[src/rtl/icache_types.sv]
// Shared constants and types for the direct-mapped instruction cache.
// The line is 32 bytes (256 bits). The cache has 2**S_INDEX sets.
package icache_types;

  localparam int unsigned S_OFFSET = 5;
  localparam int unsigned S_INDEX  = 3;
  localparam int unsigned S_TAG    = 32 - S_OFFSET - S_INDEX;
  localparam int unsigned SETS     = 1 << S_INDEX;

  typedef enum logic {LOOKUP, FILL} icache_state_t;

  typedef logic [255:0] line_t;

endpackage

[src/rtl/inst_cache_if.sv]
// Fetch-side (inst_*) and fill-side (pmem_*) signals of the instruction cache.
// The slave modport is the cache's view. The master modport drives the cache from outside.
interface inst_cache_if;
  import icache_types::*;

  logic        inst_read;
  logic [31:0] inst_addr;
  logic        inst_resp;
  logic [31:0] inst_rdata;
  logic        pmem_read;
  logic [31:0] pmem_address;
  line_t       pmem_rdata;
  logic        pmem_resp;

  modport master (
    output inst_read, inst_addr, pmem_rdata, pmem_resp,
    input  inst_resp, inst_rdata, pmem_read, pmem_address
  );

  modport slave (
    input  inst_read, inst_addr, pmem_rdata, pmem_resp,
    output inst_resp, inst_rdata, pmem_read, pmem_address
  );

endinterface

[src/rtl/icache_array.sv]
// Tag, valid and data storage. It has one write port and a combinational read port.
// Only the valid bits are reset, so a set must be refilled before it can hit.
module icache_array
  import icache_types::*;
(
  input  logic               clk,
  input  logic               rst_n,
  input  logic               we,
  input  logic [S_INDEX-1:0] widx,
  input  logic [S_TAG-1:0]   wtag,
  input  line_t              wline,
  input  logic [S_INDEX-1:0] ridx,
  output logic               rvalid,
  output logic [S_TAG-1:0]   rtag,
  output line_t              rline
);

  logic [SETS-1:0]  valid_q;
  logic [S_TAG-1:0] tag_q  [SETS];
  line_t            data_q [SETS];

  always_ff @(posedge clk or negedge rst_n) begin
    if (!rst_n) begin
      valid_q <= '0;
    end else if (we) begin
      valid_q[widx] <= 1'b1;
    end
  end

  always_ff @(posedge clk) begin
    if (we) begin
      tag_q[widx]  <= wtag;
      data_q[widx] <= wline;
    end
  end

  assign rvalid = valid_q[ridx];
  assign rtag   = tag_q[ridx];
  assign rline  = data_q[ridx];

endmodule

[src/rtl/inst_cache.sv]
// Read-only, direct-mapped instruction cache. A hit answers in the same cycle.
// A miss stalls fetch while one 256-bit line is filled over the pmem port.
module inst_cache
  import icache_types::*;
(
  input  logic         clk,
  input  logic         rst_n,
  inst_cache_if.slave  bus
);

  icache_state_t state_q, state_d;
  logic [31:0]   miss_addr_q, miss_addr_d;

  logic [S_TAG-1:0]   req_tag;
  logic [S_INDEX-1:0] req_idx;
  logic [2:0]         req_word;
  logic               arr_valid;
  logic [S_TAG-1:0]   arr_tag;
  line_t              arr_line;
  logic               hit;
  logic               fill_we;
  logic               unused_addr_bits;

  assign req_tag          = bus.inst_addr[31 -: S_TAG];
  assign req_idx          = bus.inst_addr[S_OFFSET +: S_INDEX];
  assign req_word         = bus.inst_addr[4:2];
  assign unused_addr_bits = ^bus.inst_addr[1:0];

  icache_array u_array (
    .clk    (clk),
    .rst_n  (rst_n),
    .we     (fill_we),
    .widx   (miss_addr_q[S_OFFSET +: S_INDEX]),
    .wtag   (miss_addr_q[31 -: S_TAG]),
    .wline  (bus.pmem_rdata),
    .ridx   (req_idx),
    .rvalid (arr_valid),
    .rtag   (arr_tag),
    .rline  (arr_line)
  );

  assign hit = arr_valid && (arr_tag == req_tag);

  always_ff @(posedge clk or negedge rst_n) begin
    if (!rst_n) begin
      state_q     <= LOOKUP;
      miss_addr_q <= '0;
    end else begin
      state_q     <= state_d;
      miss_addr_q <= miss_addr_d;
    end
  end

  always_comb begin
    state_d          = state_q;
    miss_addr_d      = miss_addr_q;
    fill_we          = 1'b0;
    bus.inst_resp    = 1'b0;
    bus.inst_rdata   = '0;
    bus.pmem_read    = 1'b0;
    bus.pmem_address = '0;
    unique case (state_q)
      LOOKUP: begin
        // pmem_resp is deliberately not looked at here: a stray response must not write the array.
        if (bus.inst_read) begin
          if (hit) begin
            bus.inst_resp  = 1'b1;
            bus.inst_rdata = arr_line[{req_word, 5'b0} +: 32];
          end else begin
            miss_addr_d = {bus.inst_addr[31:5], 5'b0};
            state_d     = FILL;
          end
        end
      end
      FILL: begin
        bus.pmem_read    = 1'b1;
        bus.pmem_address = miss_addr_q;
        if (bus.pmem_resp) begin
          fill_we = 1'b1;
          state_d = LOOKUP;
        end
      end
    endcase
  end

endmodule

[src/flat_wrapper.sv]
// flat-port wrapper written by rule: the top's interface ports become plain ports
module inst_cache_flat import icache_types::*;
  (clk, rst_n, bus_inst_read, bus_inst_addr, bus_pmem_rdata, bus_pmem_resp, bus_inst_resp, bus_inst_rdata, bus_pmem_read, bus_pmem_address);
  inst_cache_if bus_i ();
  input  logic clk;
  input  logic rst_n;
  input wire logic [$bits(bus_i.inst_read)-1:0] bus_inst_read;
  input wire logic [$bits(bus_i.inst_addr)-1:0] bus_inst_addr;
  input wire logic [$bits(bus_i.pmem_rdata)-1:0] bus_pmem_rdata;
  input wire logic [$bits(bus_i.pmem_resp)-1:0] bus_pmem_resp;
  output wire logic [$bits(bus_i.inst_resp)-1:0] bus_inst_resp;
  output wire logic [$bits(bus_i.inst_rdata)-1:0] bus_inst_rdata;
  output wire logic [$bits(bus_i.pmem_read)-1:0] bus_pmem_read;
  output wire logic [$bits(bus_i.pmem_address)-1:0] bus_pmem_address;
  assign bus_i.inst_read = bus_inst_read;
  assign bus_i.inst_addr = bus_inst_addr;
  assign bus_i.pmem_rdata = bus_pmem_rdata;
  assign bus_i.pmem_resp = bus_pmem_resp;
  assign bus_inst_resp = bus_i.inst_resp;
  assign bus_inst_rdata = bus_i.inst_rdata;
  assign bus_pmem_read = bus_i.pmem_read;
  assign bus_pmem_address = bus_i.pmem_address;
  inst_cache u_core (.clk(clk), .rst_n(rst_n), .bus(bus_i));
endmodule
[config.mk]
export PLATFORM = sky130hd
export DESIGN_NAME = inst_cache_flat
export DESIGN_NICKNAME = d
export VERILOG_FILES = /design/src/rtl/icache_types.sv /design/src/rtl/inst_cache_if.sv /design/src/rtl/icache_array.sv /design/src/rtl/inst_cache.sv /design/src/flat_wrapper.sv
export SDC_FILE = /design/constraint.sdc
export NUM_CORES = 2
export LEC_CHECK = 0
export ABC_AREA = 1
export CORE_ASPECT_RATIO = 2
export CORE_MARGIN = 2
export CORE_UTILIZATION = 40
export DETAILED_ROUTE_END_ITERATION = 6
export GPL_TIMING_DRIVEN = 0
export PLACE_DENSITY = 0.6
export SYNTH_ARGS = -nofsm -noshare
export SYNTH_HDL_FRONTEND = slang
export SYNTH_SLANG_ARGS = --single-unit
[constraint.sdc]
create_clock -name clk -period 39.6 [get_ports clk]
set_input_delay 5.94 -clock clk [delete_from_list [all_inputs] [get_ports clk]]
set_output_delay 5.94 -clock clk [all_outputs]
set_load 0.01 [all_outputs]
=== After elaboration in Yosys (flattened, before gate mapping) ===
Memories as Yosys holds them, arrays and structs flattened.
Index checks and enable logic that the tools add are counted.

* RAM bits: 2240
* Memories: 2
* Bits in registers: 36
* Bits of input ports: 292
* Word-level logic and storage cells: 36
* Output and inout bits: 66

* Reductions and logical operators: 3
* Order comparisons: 3
* Bitwise operators: 3
* Shifts and indexed selects: 1
* Multiplexer cells: 20
* Eq/ne operators: 1

{| class="wikitable"
|+ Memory list
! name !! depth !! width !! rd ports !! clocked after Yosys merged registers in !! wr ports !! RTL line !! source
|-
| u_core.u_array.data_q || 8 || 256 || 1 || 0 || 1 || icache_array.sv:20 || <nowiki>line_t data_q [SETS];</nowiki>
|-
| u_core.u_array.tag_q || 8 || 24 || 1 || 0 || 1 || icache_array.sv:19 || <nowiki>logic [S_TAG-1:0] tag_q [SETS];</nowiki>
|}

{| class="wikitable"
|+ Operators with widths
! operator !! number
|-
| $shiftx A256 B9 Y32 || 1
|-
| $mux W32 || 4
|-
| $eq A24 B24 Y1 || 1
|-
| $mux W1 || 13
|-
| $lt A3 B4 Y1 const B || 2
|-
| $or A8 B8 Y8 || 1
|-
| $bmux W1 S3 || 1
|-
| $demux W1 S3 || 1
|-
| $ge A3 B1 Y1 const B || 1
|-
| $reduce_and A3 Y1 || 1
|-
| $logic_and A1 B1 Y1 || 2
|-
| $not A1 Y1 || 2
|-
| $pmux W1 S2 || 1
|}

=== Depth between registers and ports, before layout ===
* Word-level depth: 6
* Depth in mapped cells: 19
* Depth with buffers taken out: 16

=== By module ===
From an unflattened synthesis, not the netlist that was laid out.

* Cells, all modules: 10508
* Area, all modules: 101840.2 um2

{| class="wikitable"
|+ By module, submodules not included
! module !! area each (um2) !! instances !! cells an instance
|-
| icache_array || 97458.5 || 1 || 9737
|-
| inst_cache || 4381.7 || 1 || 771
|}

=== Worst setup path after synthesis ===
No wires, ideal clock.

* Path kind: input port to flip-flop
* Start: input bus_pmem_resp
* End: register u_core.u_array.valid_q[1]
* Path buffers: 0
* Setup slack: 20745 ps
* Data required time: 39459 ps
* Arrival time: 18714 ps
* Stages: 3
* Cells stage by stage: nand2_1 -> nor2_1 -> or2_2

* Word-level cells in the longest chain between the ends: 2

{| class="wikitable"
|+ Ends and longest elaborated chain
! what !! RTL line !! source
|-
| from (decl) || flat_wrapper.sv:10 || <nowiki>input wire logic [$bits(bus_i.pmem_resp)-1:0] bus_pmem_resp;</nowiki>
|-
| $mux W1 || inst_cache.sv:78 || <nowiki>if (bus.pmem_resp) begin</nowiki>
|-
| $mux W1 || inst_cache.sv:62 || <nowiki>unique case (state_q)</nowiki>
|-
| to (signal assigned) || icache_array.sv:24 || <nowiki>valid_q <= '0;</nowiki>
|-
| to (signal, indexed assignment) || icache_array.sv:26 || <nowiki>valid_q[widx] <= 1'b1;</nowiki>
|-
| to (decl) || icache_array.sv:18 || <nowiki>logic [SETS-1:0] valid_q;</nowiki>
|}

Every way passes these cells.
A chain may end at the register's enable or synchronous reset.

=== Worst setup path after layout ===
* Start: input bus_inst_addr[7]
* End: output bus_inst_rdata[17]

* Word-level cells in the longest chain between the ends: 6

{| class="wikitable"
|+ Ends and longest elaborated chain
! what !! RTL line !! source
|-
| from (decl) || flat_wrapper.sv:8 || <nowiki>input wire logic [$bits(bus_i.inst_addr)-1:0] bus_inst_addr;</nowiki>
|-
| branches (longest 3 deep; another with $mem_v2 Z8 W256) || n/a ||
|-
| $mux W32 (*) || inst_cache.sv:66 || <nowiki>if (hit) begin</nowiki>
|-
| $mux W32 (*) || inst_cache.sv:65 || <nowiki>if (bus.inst_read) begin</nowiki>
|-
| $mux W32 (*) || inst_cache.sv:62 ||
|-
| to (decl) || flat_wrapper.sv:12 || <nowiki>output wire logic [$bits(bus_i.inst_rdata)-1:0] bus_inst_rdata;</nowiki>
|}

Every way passes the cells marked *. The select of a mux whose other input is x is not followed.

==> impl_metrics.env <==
export IMPL_status="finished with violations"
export IMPL_violations="capacitance limit, slew limit"
export IMPL_dieHeight_microns=679
export IMPL_min_period_over_period_pct=45.7
export IMPL_regArea_sq_um=68200
export IMPL_seq_power_share_pct=52.7
export IMPL_finalWorstSetupSlack_ps=21500
export IMPL_drv_cap=5
export IMPL_netSwitchingFraction_pct=24.5
export IMPL_syn_area_sq_um=91200
export IMPL_ys_types=31
export IMPL_htreeDepth=4
export IMPL_end_kind="output port"
export IMPL_cts_tree="built"
export IMPL_io_buffers=348
export IMPL_ant_nets=0
export IMPL_rows=248
export IMPL_whs_ps=470
export IMPL_fmax_mhz=55.3
export IMPL_comb_power_share_pct=9.6
export IMPL_max_slew_margin_rel_pct=-7.09
export IMPL_crit_type="input pin to output port"
export IMPL_ys_seq_area_share_pct=74.7
export IMPL_p_int_mw=3.98
export IMPL_p_per_area_nw_per_um2=49.1
export IMPL_coreArea_sq_um=227000
export IMPL_drt_iter0_markers=10000
export IMPL_dp_cells=10700
export IMPL_track_usage_pct=28.3
export IMPL_synthCells=7248
export IMPL_drive_above_1_share_pct=7.83
export IMPL_layout_nets=8219
export IMPL_die_x_microns=342
export IMPL_ys_warn_count=0
export IMPL_avgViaCountPerCell=5.84
export IMPL_cts_sinks=2276
export IMPL_drc=0
export IMPL_synth_seq_cells=2276
export IMPL_power_mw=5.28
export IMPL_clock_skew_ps=50.3
export IMPL_leakagePower_nw=37.0
export IMPL_syn_to_final_growth_pct=17.8
export IMPL_wl_microns=338000
export IMPL_ir_drop_uv=38.9
export IMPL_pin_count=358
export IMPL_pwr_share_clk_pct=37.7
export IMPL_cts_made_buffers=210
export IMPL_clk_pin_slew_ps=60
export IMPL_grt_max_degree=29
export IMPL_multi_input_area_sq_um=20100
export IMPL_postCtsHoldBufs=0
export IMPL_crit_fanout=10
export IMPL_die_area_sq_um=232000
export IMPL_fin_tns_setup_ps=0
export IMPL_finalSetupViolations=0
export IMPL_drt_pass1_iterations=6
export IMPL_period_needed_ps=18100
export IMPL_grt_overflow=0
export IMPL_avgSynthCellArea_sq_um=12.6
export IMPL_place_congestion=1.02
export IMPL_hold_viol_final=0
export IMPL_initial_core_util_pct=40.1
export IMPL_p_sw_mw=1.29
export IMPL_placed_cell_area_sq_um=101000
export IMPL_antenna_found_initial=85
export IMPL_rsz0062_at_grt="no"
export IMPL_final_instance_count_excl_fill=11100
export IMPL_grt_pass1_wl_microns=461000
export IMPL_cts_resized=0
export IMPL_cts_root_buf="clkbuf_16"
export IMPL_pre_cts_ws_ps=21740
export IMPL_vias=65000
export IMPL_required_ps=33660
export IMPL_dp_hpwl_microns=239000
export IMPL_worst_slew_pin_slew_ps=1610
export IMPL_design_area_sq_um=108000
export IMPL_hold_path_class="register to register"
export IMPL_clock_latency_ps=900
export IMPL_route_detailed_wl_per_inst_microns=30.4
export IMPL_cts_buffer_depth=4
export IMPL_n_fill_cell=20000
export IMPL_maxSlewViolCount=34
export IMPL_crit_arrival_ps=12160
export IMPL_startpoint_type="input pin"
export IMPL_final_core_util_pct=47.3
export IMPL_grt_pass1_vias=58900
export IMPL_cts_setup_buffers=0
[logic make-up (layout without fill, tap and decap cells)]
kind of cell / count (synthesis) / in the layout / synth area share (%)
AO/OA/AOI/OAI: 1131 / 1131 / 7.56
buffers and inverters: 704 / 1538 / 3.37
other: 1 / 52 / 0.00411
flip-flops: 2276 / 2276 / 74.7
AND/OR/NAND/NOR: 3136 / 3136 / 14.4
[synth_stat cells (all sizes together)]
cell / number / area (sq um)
o21bai: 1 / 18.8
edfxtp: 2240 / 67300
clkinv: 1 / 3.75
clkbuf: 234 / 878
a22o: 67 / 587
nor2: 437 / 1640
and2: 1 / 6.26
o21ai: 492 / 2460
nand2: 1676 / 6290
conb: 1 / 3.75
a21oi: 333 / 1750
o221ai: 139 / 1220
o311ai: 26 / 228
buf: 266 / 1430
nand3: 1003 / 5020
inv: 203 / 762
o211ai: 13 / 97.6
a32o: 7 / 70.1
or2: 8 / 50.1
dfrtp: 36 / 901
nand3b: 11 / 82.6
a221oi: 53 / 464
[layer usage]
metal	GRT usage, %	part of all wire [%]	vias up	wire (microns)
met2	41.8	43	4593	146000
met1	38.2	37	31900	126000
met5	0	0.13	-	452
met4	12.9	5.3	72	17900
li1	-	-	27700	-
met3	8.93	14	742	47400
[final cells by class]
type,instances,area share (%)
repair buffers,463,5.41
flip-flops and latches,2276,63.4
inverters,204,0.712
clock buffers,256,5.15
clock inverters,115,0.899
diodes,47,0.109
multi-input cells,4272,18.7
well taps,3000,3.49
plain buffers,500,2.15
[worst max-delay path: stages]
cell and delay [ps]:
clkdlybuf4s50_1 600, buf_2 370, buf_4 290, buf_2 600, buf_2 510, clkbuf_1 1210
a21oi_1 70, o311ai_0 910, nand3_1 470, a21oi_2 490, clkdlybuf4s50_1 620
[power groups by stage]
stage	sequential (mW)	clock [mW]	combinational (mW)
6_report	2.78	1.99	0.508
3_5_place_dp	2.83	0	0.493
2_1_floorplan	2.86	0	0.215
4_1_cts	2.78	1.99	0.495
5_1_grt	2.78	2.08	0.528
3_3_place_gp	2.91	0	0.460
[cell usage in the layout, fill, tap and decap left out, types with 3 or more instances in the layout]
master,Yosys,routed
buf_4,31,34
buf_1,76,76
bufinv_16,0,17
clkbuf_1,234,274
nand2_1,1675,1675
buf_16,0,17
edfxtp_1,2240,2240
o311ai_1,10,12
clkinv_1,1,54
buf_2,140,144
nand3b_1,11,11
clkdlybuf4s50_1,0,347
a22o_1,67,67
inv_6,0,4
a32o_1,7,7
inv_2,4,4
inv_1,199,199
nor2_1,437,429
o311ai_0,16,11
a21oi_1,310,310
buf_6,19,19
diode_2,0,47
buf_12,0,91
dfrtp_1,36,36
o211ai_1,13,13
or2_2,8,8
clkinvlp_4,0,4
nor2_4,0,8
o221ai_1,139,139
o21ai_0,484,484
conb_1,1,5
nand3_1,1002,1002
a21oi_2,23,23
o21ai_1,8,8
clkinv_2,0,35
a221oi_1,53,53
clkbuf_16,0,215
o311ai_2,0,3
[state kept, by name, summed over array words and instances, names as in the netlist]
register                flops
u_core.u_array.data_q    2048
u_core.u_array.tag_q      192
u_core.miss_addr_q         27
u_core.u_array.valid_q      8
u_core.state_q              1
[path summary, 6_finish.rpt]
| check | startpoint | cells after the start | slack, ps | end |
|---|---|---|---|---|
| max in group asynchronous | rst_n | 2 | 34130 | u_core.u_array.valid_q[5] |
| hold reg to reg | u_core.u_array.valid_q[4] | 1 | 470 | u_core.u_array.valid_q[4] |
| hold / removal | u_core.u_array.valid_q[4] | 1 | 470 | u_core.u_array.valid_q[4] |
| min in group asynchronous | rst_n | 1 | 4980 | u_core.miss_addr_q[18] |
| setup reg to reg | u_core.state_q | 10 | 36100 | u_core.u_array.data_q[5][45] |
| setup / recovery | bus_inst_addr[7] | 11 | 21500 | bus_inst_rdata[17] |
Note: power is estimated with default switching activity, not from simulation.
